$ cat src/rtl/md_pkg.sv
// Shared op codes, FSM state encoding and op decode for the HI/LO multiply/divide controller.
package md_pkg;

  localparam int MD_DATA_WIDTH = 32;

  localparam logic [2:0] MD_NONE = 3'b000;
  localparam logic [2:0] MD_DIV  = 3'b001;
  localparam logic [2:0] MD_DIVU = 3'b010;
  localparam logic [2:0] MD_MTHI = 3'b011;
  localparam logic [2:0] MD_MTLO = 3'b100;
  localparam logic [2:0] MD_MFHI = 3'b101;
  localparam logic [2:0] MD_MFLO = 3'b110;

  localparam logic [1:0] MD_ST_IDLE   = 2'b00;
  localparam logic [1:0] MD_ST_LAUNCH = 2'b01;
  localparam logic [1:0] MD_ST_WAIT   = 2'b10;
  localparam logic [1:0] MD_ST_DRAIN  = 2'b11;

  typedef struct packed {
    logic div;
    logic sgn;
    logic mthi;
    logic mtlo;
    logic mfhi;
    logic mflo;
  } md_dec_t;

  function automatic md_dec_t md_decode(input logic [2:0] op);
    md_dec_t d;
    d      = '0;
    d.div  = (op == MD_DIV) || (op == MD_DIVU);
    d.sgn  = (op == MD_DIV);
    d.mthi = (op == MD_MTHI);
    d.mtlo = (op == MD_MTLO);
    d.mfhi = (op == MD_MFHI);
    d.mflo = (op == MD_MFLO);
    return d;
  endfunction

endpackage

$ cat src/rtl/md_hilo_ctrl_hilo_reg.sv
// Architectural HI/LO pair: divide-capture port has priority over the MT port; writes
// land at the next edge, no backpressure (the controller never presents both at once).
module hilo_reg
  import md_pkg::*;
#(
  parameter int DATA_WIDTH = MD_DATA_WIDTH
) (
  input  logic                  clk,
  input  logic                  rst,
  input  logic                  cap_en,
  input  logic [DATA_WIDTH-1:0] cap_hi,
  input  logic [DATA_WIDTH-1:0] cap_lo,
  input  logic                  mthi_en,
  input  logic                  mtlo_en,
  input  logic [DATA_WIDTH-1:0] mt_data,
  output logic [DATA_WIDTH-1:0] hi,
  output logic [DATA_WIDTH-1:0] lo
);

  logic [DATA_WIDTH-1:0] hi_q, hi_d;
  logic [DATA_WIDTH-1:0] lo_q, lo_d;

  always_comb begin
    hi_d = hi_q;
    lo_d = lo_q;
    if (cap_en) begin
      hi_d = cap_hi;
      lo_d = cap_lo;
    end else begin
      if (mthi_en) hi_d = mt_data;
      if (mtlo_en) lo_d = mt_data;
    end
  end

  always_ff @(posedge clk) begin
    if (rst) begin
      hi_q <= '0;
      lo_q <= '0;
    end else begin
      hi_q <= hi_d;
      lo_q <= lo_d;
    end
  end

  assign hi = hi_q;
  assign lo = lo_q;

endmodule

$ cat src/rtl/md_hilo_ctrl.sv
// Mul/div controller: launches the external divider one cycle after accept, result in HI/LO
// 34 cycles after accept; stalls execute while a divide is pending or a new one is accepted.
module md_hilo_ctrl
  import md_pkg::*;
#(
  parameter int DATA_WIDTH = MD_DATA_WIDTH
) (
  input  logic                  clk,
  input  logic                  rst,
  input  logic                  ex_valid,
  input  logic [2:0]            ex_op,
  input  logic [DATA_WIDTH-1:0] ex_rs,
  input  logic [DATA_WIDTH-1:0] ex_rt,
  input  logic                  ex_flush,
  output logic                  stall,
  output logic [DATA_WIDTH-1:0] mf_data,
  output logic [DATA_WIDTH-1:0] hi,
  output logic [DATA_WIDTH-1:0] lo,
  output logic                  div_req,
  output logic                  div_signed,
  output logic [DATA_WIDTH-1:0] div_dividend,
  output logic [DATA_WIDTH-1:0] div_divisor,
  input  logic [DATA_WIDTH-1:0] div_quotient,
  input  logic [DATA_WIDTH-1:0] div_remainder,
  input  logic                  div_complete
);

  md_dec_t dec;

  logic [1:0]            state_q, state_d;
  logic                  div_req_q, div_req_d;
  logic                  signed_q, signed_d;
  logic [DATA_WIDTH-1:0] dividend_q, dividend_d;
  logic [DATA_WIDTH-1:0] divisor_q, divisor_d;

  logic accept_div;
  logic cap_en;
  logic mthi_en;
  logic mtlo_en;
  logic in_idle;
  logic drain_block;

  assign dec     = md_decode(ex_op);
  assign in_idle = (state_q == MD_ST_IDLE);

  assign accept_div = in_idle && ex_valid && dec.div && !ex_flush;
  assign mthi_en    = in_idle && ex_valid && dec.mthi && !ex_flush;
  assign mtlo_en    = in_idle && ex_valid && dec.mtlo && !ex_flush;

  // While draining a killed divide HI/LO are stable, so only ops that would write them wait.
  assign drain_block = (state_q == MD_ST_DRAIN) && ex_valid && (dec.div || dec.mthi || dec.mtlo);

  assign stall = !rst && ((state_q == MD_ST_LAUNCH) || (state_q == MD_ST_WAIT) ||
                          accept_div || drain_block);

  always_comb begin
    state_d    = state_q;
    signed_d   = signed_q;
    dividend_d = dividend_q;
    divisor_d  = divisor_q;
    div_req_d  = accept_div;
    cap_en     = 1'b0;
    case (state_q)
      MD_ST_IDLE: begin
        if (accept_div) begin
          state_d    = MD_ST_LAUNCH;
          signed_d   = dec.sgn;
          dividend_d = ex_rs;
          divisor_d  = ex_rt;
        end
      end
      MD_ST_LAUNCH: begin
        // div_req is already out this cycle; the divider cannot abort, so a flush drains it.
        state_d = ex_flush ? MD_ST_DRAIN : MD_ST_WAIT;
      end
      MD_ST_WAIT: begin
        if (div_complete) begin
          state_d = MD_ST_IDLE;
          cap_en  = !ex_flush;
        end else if (ex_flush) begin
          state_d = MD_ST_DRAIN;
        end
      end
      MD_ST_DRAIN: begin
        if (div_complete) state_d = MD_ST_IDLE;
      end
      default: state_d = MD_ST_IDLE;
    endcase
  end

  always_ff @(posedge clk) begin
    if (rst) begin
      state_q    <= MD_ST_IDLE;
      div_req_q  <= 1'b0;
      signed_q   <= 1'b0;
      dividend_q <= '0;
      divisor_q  <= '0;
    end else begin
      state_q    <= state_d;
      div_req_q  <= div_req_d;
      signed_q   <= signed_d;
      dividend_q <= dividend_d;
      divisor_q  <= divisor_d;
    end
  end

  hilo_reg #(
    .DATA_WIDTH(DATA_WIDTH)
  ) u_hilo (
    .clk    (clk),
    .rst    (rst),
    .cap_en (cap_en),
    .cap_hi (div_remainder),
    .cap_lo (div_quotient),
    .mthi_en(mthi_en),
    .mtlo_en(mtlo_en),
    .mt_data(ex_rs),
    .hi     (hi),
    .lo     (lo)
  );

  always_comb begin
    mf_data = '0;
    if (dec.mfhi)      mf_data = hi;
    else if (dec.mflo) mf_data = lo;
  end

  assign div_req      = div_req_q;
  assign div_signed   = signed_q;
  assign div_dividend = dividend_q;
  assign div_divisor  = divisor_q;

endmodule

$ cat config.mk
export PLATFORM = sky130hd
export DESIGN_NAME = md_hilo_ctrl
export DESIGN_NICKNAME = d
export VERILOG_FILES = /design/src/rtl/md_pkg.sv /design/src/rtl/md_hilo_ctrl_hilo_reg.sv /design/src/rtl/md_hilo_ctrl.sv
export SDC_FILE = /design/constraint.sdc
export NUM_CORES = 1
export LEC_CHECK = 0
export ABC_CLOCK_PERIOD_IN_PS = 4880
export CORE_MARGIN = 2
export CORE_UTILIZATION = 43
export CTS_BUF_LIST = sky130_fd_sc_hd__clkbuf_4 sky130_fd_sc_hd__clkbuf_8
export DETAILED_ROUTE_END_ITERATION = 7
export GPL_TIMING_DRIVEN = 0
export HOLD_SLACK_MARGIN = 0.03
export PLACE_DENSITY = 0.91
export SKIP_CTS_REPAIR_TIMING = 1
export SLEW_MARGIN = 15
export SYNTH_ARGS = -nofsm -noshare
export SYNTH_HDL_FRONTEND = slang
export SYNTH_SLANG_ARGS = --single-unit
$ cat constraint.sdc
create_clock -name clk -period 4.88 [get_ports clk]
set_clock_uncertainty 0.2 [all_clocks]
set_input_delay 0.488 -clock clk [delete_from_list [all_inputs] [get_ports clk]]
set_output_delay 0.488 -clock clk [all_outputs]
set_load 0.01 [all_outputs]
Word level (Yosys, flattened, before mapping). Index checks and enable logic that the tools add are counted.

Flip-flop bits (word level): 132. Input port bits: 136. Output and inout port bits: 163. Logic and storage cells: 56.

Eq/ne operators: 12. Muxes and demuxes: 14. Reduce and logical (&&, ||, !) cells: 23.

Operators with widths (number): $mux W32 (6); $logic_and A1 B1 Y1 (10); $eq A3 B3 Y1 const B (3); $mux W2 (4); $pmux W2 S4 (1); $eq A3 B2 Y1 const B (2); $logic_or A1 B1 Y1 (6); $eq A2 B2 Y1 const B (2); $ne A2 B2 Y1 const B (2); $reduce_bool A2 Y1 (2); $eq A3 B1 Y1 const B (1); $mux W1 (3); $ne A3 B3 Y1 const B (1); $reduce_and A3 Y1 (1); $eq A2 B1 Y1 const B (1); $logic_not A1 Y1 (2); $logic_not A2 Y1 (1); $reduce_and A2 Y1 (1).

Logic depth before layout (Yosys ltp). Gate-level depths: netlist (run 1).

Depth in word-level cells: 7. Gate-level depth with buffers: 9. Mapped depth without buffers: 6.

Modules after synthesis. From an unflattened synthesis (run 1), not the netlist that was laid out.

Cells, all modules: 647. Area, all modules: 6139.6 um^2.

Modules (own cells, without submodules): hilo_reg (instances 1, cells each 285, area each 3229.3 um^2, sequential area each 1281.2 um^2); md_hilo_ctrl (instances 1, cells each 362, area each 2910.3 um^2, sequential area each 1361.3 um^2).

Worst setup path after synthesis (run 1). OpenSTA, ideal clock, no wires.

Path type: register -> output. Start: reg state_q[1]. End: out stall. Arrival: 1.557 ns. Data required time: 4.192 ns. Path slack: 2.635 ns. Stages on the path, launching flop included: 8. Path buffers: 2. Cells stage by stage: dfxtp_1 > inv_1 > ha_1 > nand4bb_1 > or2_1 > buf_2 > buf_2 > a21oi_1.

Cells in the longest elaborated chain, start to end: 7. Elaborated cells between the ends (all ways): 13. Classes of those cells: eq/ne (3); reduce/logical (10).

RTL lines: from (decl) (line md_hilo_ctrl.sv:30) `logic [1:0] state_q, state_d;`; from (signal assigned) (line md_hilo_ctrl.sv:99) `state_q <= state_d;`; $logic_not A2 Y1 (line md_hilo_ctrl.sv:44) `assign in_idle = (state_q == MD_ST_IDLE);`; $logic_and A1 B1 Y1 (3 in a row) (line md_hilo_ctrl.sv:46) `assign accept_div = in_idle && ex_valid && dec.div && !ex_flush;`; $logic_or A1 B1 Y1 (line md_hilo_ctrl.sv:53) `assign stall = !rst && ((state_q == MD_ST_LAUNCH) || (state_q == MD_ST_WAIT) ||`; $logic_or A1 B1 Y1 (*) (line md_hilo_ctrl.sv:54) `accept_div || drain_block);`; $logic_and A1 B1 Y1 (*) (line md_hilo_ctrl.sv:53); to (decl) (line md_hilo_ctrl.sv:15) `output logic stall,`.

Mark *: on every way between the ends. The rest lies on a longest branch, timed or not.

Worst setup path after layout (run 1).
Start: in ex_op[2]. End: out mf_data[9].

Cells in the longest elaborated chain, start to end: 3. Elaborated cells between the ends (all ways): 4. Classes of those cells: eq/ne (2); mux (2).

RTL lines: from (decl) (line md_hilo_ctrl.sv:11) `input logic [2:0] ex_op,`; $eq A3 B3 Y1 (line md_pkg.sv:36) `d.mflo = (op == MD_MFLO);`; $mux W32 (line md_hilo_ctrl.sv:125) `else if (dec.mflo) mf_data = lo;`; $mux W32 (*) (line md_hilo_ctrl.sv:124) `if (dec.mfhi) mf_data = hi;`; to (decl) (line md_hilo_ctrl.sv:16) `output logic [DATA_WIDTH-1:0] mf_data,`.

Marked as above.

==> results of run 1 <==
## kinds of logic (layout without fill, tap and decap cells)
kind of cell,Yosys count,count (layout),share of synthesized area
AND/OR/NAND/NOR,341,341,0.232
buffers and inverters,67,395,0.0618
AO/OA/AOI/OAI,171,171,0.225
multiplexers,1,1,0.00264
XOR/XNOR,2,2,0.00308
adder cells (fa/ha/maj),5,5,0.0110
flip-flops,132,132,0.465
## per-stage QoR
| stage | area (um2) | total power [mW] |
|---|---|---|
| global placement | 8870 | 1.71 |
| floorplan | 5690 | 1.41 |
| detailed placement | 8870 | 1.72 |
| global route | 9350 | 2.91 |
| finish | 9350 | 2.81 |
| CTS | 9350 | 2.81 |
## cell usage after synthesis
master / n
o21ai_0: 2
buf_4: 2
a31oi_1: 2
and3_1: 1
nor3b_1: 1
o21a_1: 1
o2bb2ai_2: 1
buf_1: 3
nor2_1: 71
nand3b_1: 1
nand4bb_1: 1
buf_6: 9
a211oi_1: 1
nand4_1: 1
dfxtp_1: 132
a22o_1: 32
buf_2: 20
a311oi_2: 7
and3b_1: 1
mux2_4: 1
nor2b_1: 1
inv_1: 3
a311oi_1: 57
a21oi_1: 68
nand2_1: 259
clkbuf_1: 30
or2_1: 1
and4_1: 1
nor2_2: 1
xnor2_1: 2
nand3_1: 1
ha_1: 5
## worst max-delay path, delay by kind of cell
kind	cells	cell delay (ns)
buffers and inverters	4	1.63
AOI/OAI and AO/OA	1	0.24
and+or+nand+nor	1	0.58
## report_power, final
group / switching (mW) / internal, mW / leakage (nW) / total [mW]
clock: 0.436 / 0.672 / 0.243 / 1.11
combinational: 0.245 / 0.280 / 1.90 / 0.525
sequential: 0.0455 / 1.14 / 1.07 / 1.18
## cell type report
type,count,share of cell area
Sequential cell,132,0.283
Tap cell,176,0.0236
Timing Repair Buffer,296,0.317
Inverter,3,0.00120
Clock inverter,9,0.0185
Multi-Input combinational cell,520,0.288
Clock buffer,23,0.0325
Buffer,64,0.0364
## how the worst min path moves through the flow
| stage | startpoint | slack (ns) | to | cells past startpoint |
|---|---|---|---|---|
| after global routing | div_divisor[27]$_SDFFE_PP0P_ | 0.27 | div_divisor[27]$_SDFFE_PP0P_ | 2 |
| after floorplan | div_dividend[0]$_SDFFE_PP0P_ | 0.28 | div_dividend[0]$_SDFFE_PP0P_ | 2 |
| after global placement | div_dividend[29]$_SDFFE_PP0P_ | 0.24 | div_dividend[29]$_SDFFE_PP0P_ | 2 |
| final | div_divisor[27]$_SDFFE_PP0P_ | 0.25 | div_divisor[27]$_SDFFE_PP0P_ | 2 |
| after detailed placement | div_dividend[10]$_SDFFE_PP0P_ | 0.25 | div_dividend[10]$_SDFFE_PP0P_ | 2 |
| after CTS | div_divisor[10]$_SDFFE_PP0P_ | 0.26 | div_divisor[10]$_SDFFE_PP0P_ | 2 |
## metal layers
layer  up-vias  global-route usage  wire [um]
li1       3092                   -          -
met2       375               0.560      11600
met1      3151               0.368       8910
met3        64              0.0924       2070
met4         0               0.139        787
met5         -                   0          0
## flip-flops by register name, indices dropped and copies added (netlist names)
register      count
div_dividend     32
div_divisor      32
div_req           1
div_signed        1
state_q           2
u_hilo.hi        32
u_hilo.lo        32
## cells in the final DEF (no fill, tap or decap), drive strengths merged
master         netlist  routed
clkdlybuf4s50        0     296
nand2              259     259
dfxtp              132     132
nor2                72      72
a21oi               68      68
a311oi              64      64
clkbuf              30      53
buf                 34      34
a22o                32      32
ha                   5       5
bufinv               0       5
inv                  3       3
clkinv               0       3
xnor2                2       2
a31oi                2       2
o21ai                2       2
nor3b                1       1
nand4bb              1       1
or2                  1       1
nor2b                1       1
and3b                1       1
and4                 1       1
nand4                1       1
and3                 1       1
nand3                1       1
nand3b               1       1
o2bb2ai              1       1
mux2                 1       1
o21a                 1       1
a211oi               1       1
clkinvlp             0       1
==> impl_metrics.csv, run 1 <==
group,metric,value,unit
status,outcome,"complete, no violations",
final_layout,drive_above_1_share,0.0697,
sta,min_period,3.62,ns
sta,setup-tns-final,0,ns
flow_run,drv_cap,0,
final_layout,area_growth_syn_to_layout,64.4,%
synth,yosysTopAreaCellShare,0.465,
floorplanning,rows,42,
sta,worst_pin_slew,0.767,ns
critical_path,end_kind,"primary output",
routing,wl_per_cell,19.1,um
placement,port_buffers,296,
pwr,p_per_area,301,nW/um2
cts,htree_num_levels,4,
routing,vias_per_cell,5.46,
final_layout,nNetsFinal,1175,
final_layout,postLayoutCoreUtil,0.714,
final_layout,seq_area,2640,um2
sta,hold_ws,0.254,ns
floorplanning,core,13100,um2
synth,ys_warn_count,0,
routing,wl,23400,um
routing,drc,0,
pwr,power_leakage,3.20,nW
critical_path,worstPathRequired,4.19,ns
synth,avgSynthCellArea,7.91,um2
sta,slew_headroom,0.488,
cts,numCtsBuffers,17,
synth,yosysTopAreaCell,"dfxtp_1",
critical_path,critPathLaunchType,"primary input",
final_layout,multi_input_area,2690,um2
sta,finalHoldViolCount,0,
floorplanning,die_h,119,um
floorplanning,initial_utilization,0.434,
global_route,grt_pass1_vias,6700,
synth,netlist_area,5690,um2
global_route,grt_start_max_net_pins,17,
floorplanning,ioPinCount,299,
synth,synth_nets,860,
critical_path,reg2reg_from,"state_q[0]$_SDFFE_PP0P_",
critical_path,path_common_cell,"clkdlybuf4s50_1",
sta,final_max_slew_viol_count,0,
cts,cts_sinks,132,
critical_path,crit_chain,"clkdlybuf4s50_1, inv_1, nor3b_1, buf_2, a22o_1, clkdlybuf4s50_1",
floorplanning,die_x,119,um
routing,vias,6682,
cts,clk_pin_slew,0.07,ns
cts,cts_root_buffer,"clkbuf_8",
critical_path,rr_worst_depth,7,
hold_path,hold_path.class,"register to register",
routing,drtIter0Drc,571,
cts,clockBufferDepth,2,
final_layout,fillers,1015,
critical_path,reg2reg_to,"u_hilo.lo[28]$_SDFFE_PP0P_",
placement,post-place-ws,1.26,ns
sta,rsz0062_at_grt,"no",
synth,syn_inst,719,
sta,setup_viol,0,
global_route,grt_overflow,0,
routing,drt_pass1_iterations,5,
floorplanning,die-area,14200,um2
sta,setup_slack,1.26,ns
critical_path,crit_type,"primary input to primary output",
critical_path,r2r_setup_slack,2.36,ns
sta,fmax,276,MHz
cts,clock_latency,0.46,ns
final_layout,n_antenna_cell,0,
sta,final.period_utilization,0.743,
global_route,antenna_found_initial,0,
global_route,grtUsageTotal,0.322,
cts,tritoncts,"done",
critical_path,cp_slowest_cell,"nor3b_1",
final_layout,fin_cells,1223,
synth,ys_top_cells_by_area,"dfxtp_1 46%, nand2_1 17%, a311oi_1 8.8%",
routing,ant_nets,0,
placement,hpwl,16900,um
critical_path,crit_end,"mf_data[9]",
synth,yosysSeqAreaShare,0.465,
placement,gp_congestion,0.903,
placement,dp_cells,1191,
synth,synth-seq-cells,132,
critical_path,critical_path.max_fanout,10,
critical_path,setup.worst_path.start,"ex_op[2]",
critical_path,cp.arrival,2.94,ns
global_route,grt_pass1_wl,35200,um
pwr,ir_worst_vdd,0.205,mV
synth,synth_cell_types,32,
critical_path,slowest_delay,0.58,ns
(Power assumes the default switching activity.)
==> run 2, diff against run 1 <==
Settings changed: ABC_CLOCK_PERIOD_IN_PS 4880 to 3200, CORE_UTILIZATION 43 to 37, PLACE_DENSITY 0.91 to 0.83.
Clock period 4.88 ns to 3.2 ns, I/O delays scaled along.
==> run 2 against run 1 <==
Total power is 50% higher. Utilization decreased by 9.4 points. Clock power grew 46%. Critical path depth did not move. First-iteration DRC count down 25%. Clock-buffer cell count rose by 1. Final cell count rose by 0.98%. Flip-flop and latch count is the same. Critical endpoint is now mf_data[28]. Largest power group unchanged.
==> impl_metrics.csv, run 2 (synthesis results as in run 1) <==
group,metric,value,unit
status,outcome,"complete, no violations",
final_layout,area_growth_syn_to_layout,64.7,%
cts,clock_latency,0.43,ns
sta,min_period,3.05,ns
sta,worst_pin_slew,0.844,ns
sta,hold_ws,0.200,ns
critical_path,reg2reg_from,"state_q[0]$_SDFFE_PP0P_",
floorplanning,rows,45,
placement,port_buffers,296,
global_route,grtUsageTotal,0.274,
final_layout,n_antenna_cell,0,
sta,fmax,328,MHz
routing,drc,0,
floorplanning,die_h,128,um
sta,finalHoldViolCount,0,
placement,gp_congestion,0.831,
sta,rsz0062_at_grt,"no",
routing,wl_per_cell,18.6,um
cts,cts_sinks,132,
final_layout,nNetsFinal,1175,
sta,final.period_utilization,0.952,
floorplanning,initial_utilization,0.377,
critical_path,critical_path.max_fanout,10,
floorplanning,die_x,128,um
pwr,p_per_area,451,nW/um2
placement,post-place-ws,-0.233,ns
final_layout,drive_above_1_share,0.0755,
sta,setup_slack,0.155,ns
routing,drt_pass1_iterations,5,
global_route,grt_pass1_wl,34400,um
global_route,grt_pass1_vias,6266,
sta,final_max_slew_viol_count,0,
final_layout,fillers,1326,
cts,clk_pin_slew,0.07,ns
sta,slew_headroom,0.437,
final_layout,fin_cells,1235,
cts,numCtsBuffers,17,
hold_path,hold_path.class,"primary input to register",
final_layout,final_common_cell,"clkdlybuf4s50_1",
routing,vias_per_cell,5.25,
pwr,power_leakage,3.23,nW
critical_path,cp.arrival,2.53,ns
floorplanning,ioPinCount,299,
flow_run,drv_cap,0,
routing,wl,23000,um
final_layout,final_cell_mix,"295 x clkdlybuf4s50_1, 259 x nand2_1, 132 x dfxtp_1, 71 x nor2_1, 68 x a21oi_1",
routing,drtIter0Drc,429,
routing,vias,6482,
global_route,grt_start_max_net_pins,17,
placement,dp_cells,1203,
floorplanning,core,15100,um2
hold_path,hp-start,"ex_op[0]",
critical_path,end_kind,"primary output",
cts,tritoncts,"done",
cts,htree_num_levels,4,
floorplanning,die-area,16400,um2
routing,ant_nets,0,
pwr,ir_worst_vdd,0.310,mV
critical_path,critPathLaunchType,"primary input",
cts,clockBufferDepth,2,
sta,setup_viol,0,
global_route,antenna_found_initial,0,
cts,cts_root_buffer,"clkbuf_8",
global_route,grt_overflow,0,
critical_path,setup.worst_path.start,"ex_op[2]",
placement,hpwl,17000,um
critical_path,worstPathRequired,2.68,ns
critical_path,crit_type,"primary input to primary output",
[run 2: layout make-up]
| class | count | area (um2) | share of cell area |
|---|---|---|---|
| multi-input combinational | 520 | 2710 | 0.289 |
| timing repair buffer | 296 | 2970 | 0.317 |
| sequential | 132 | 2640 | 0.282 |
| clock buffer | 24 | 312 | 0.0333 |
| tap | 188 | 235 | 0.0251 |
| buffer | 64 | 344 | 0.0368 |
| clock inverter | 8 | 146 | 0.0156 |
| inverter | 3 | 11.3 | 0.00120 |
[run 2: path summary, 6_finish.rpt]
path / to / depth (start not counted) / slack [ns]
worst max-delay path: mf_data[28] / 6 / 0.15
worst min-delay path: div_signed$_SDFFE_PP0P_ / 4 / 0.20
worst max register to register: u_hilo.lo[28]$_SDFFE_PP0P_ / 7 / 0.71
worst min register to register: div_dividend[29]$_SDFFE_PP0P_ / 2 / 0.25
[run 2: metal layers]
layer / part of all wire / GRT usage
met1: 0.39 / 0.324
met2: 0.49 / 0.474
met3: 0.091 / 0.0718
met4: 0.027 / 0.113
met5: 0 / 0
[run 2: stage by stage]
stage               area [um2]  total power [mW]  setup TNS, ns   util
floorplan                 5690              2.15              0      -
global placement          8880              2.61          -5.35  0.589
detailed placement        8880              2.63          -4.50  0.589
CTS                       9340              4.23          -4.96  0.619
global route              9360              4.38              0  0.620
finish                    9360              4.22              0  0.620
[run 2: worst max-delay path, stage by stage]
cell             delay (ns)
clkdlybuf4s50_1        0.57
nand2_1                0.08
nor2_1                 0.38
clkbuf_2               0.41
a22o_1                 0.22
clkdlybuf4s50_1        0.54
[run 2: report_power, final]
group	internal, mW	switching [mW]
Combinational	0.429	0.367
Clock	0.959	0.662
Sequential	1.73	0.0713
Total	3.12	1.10
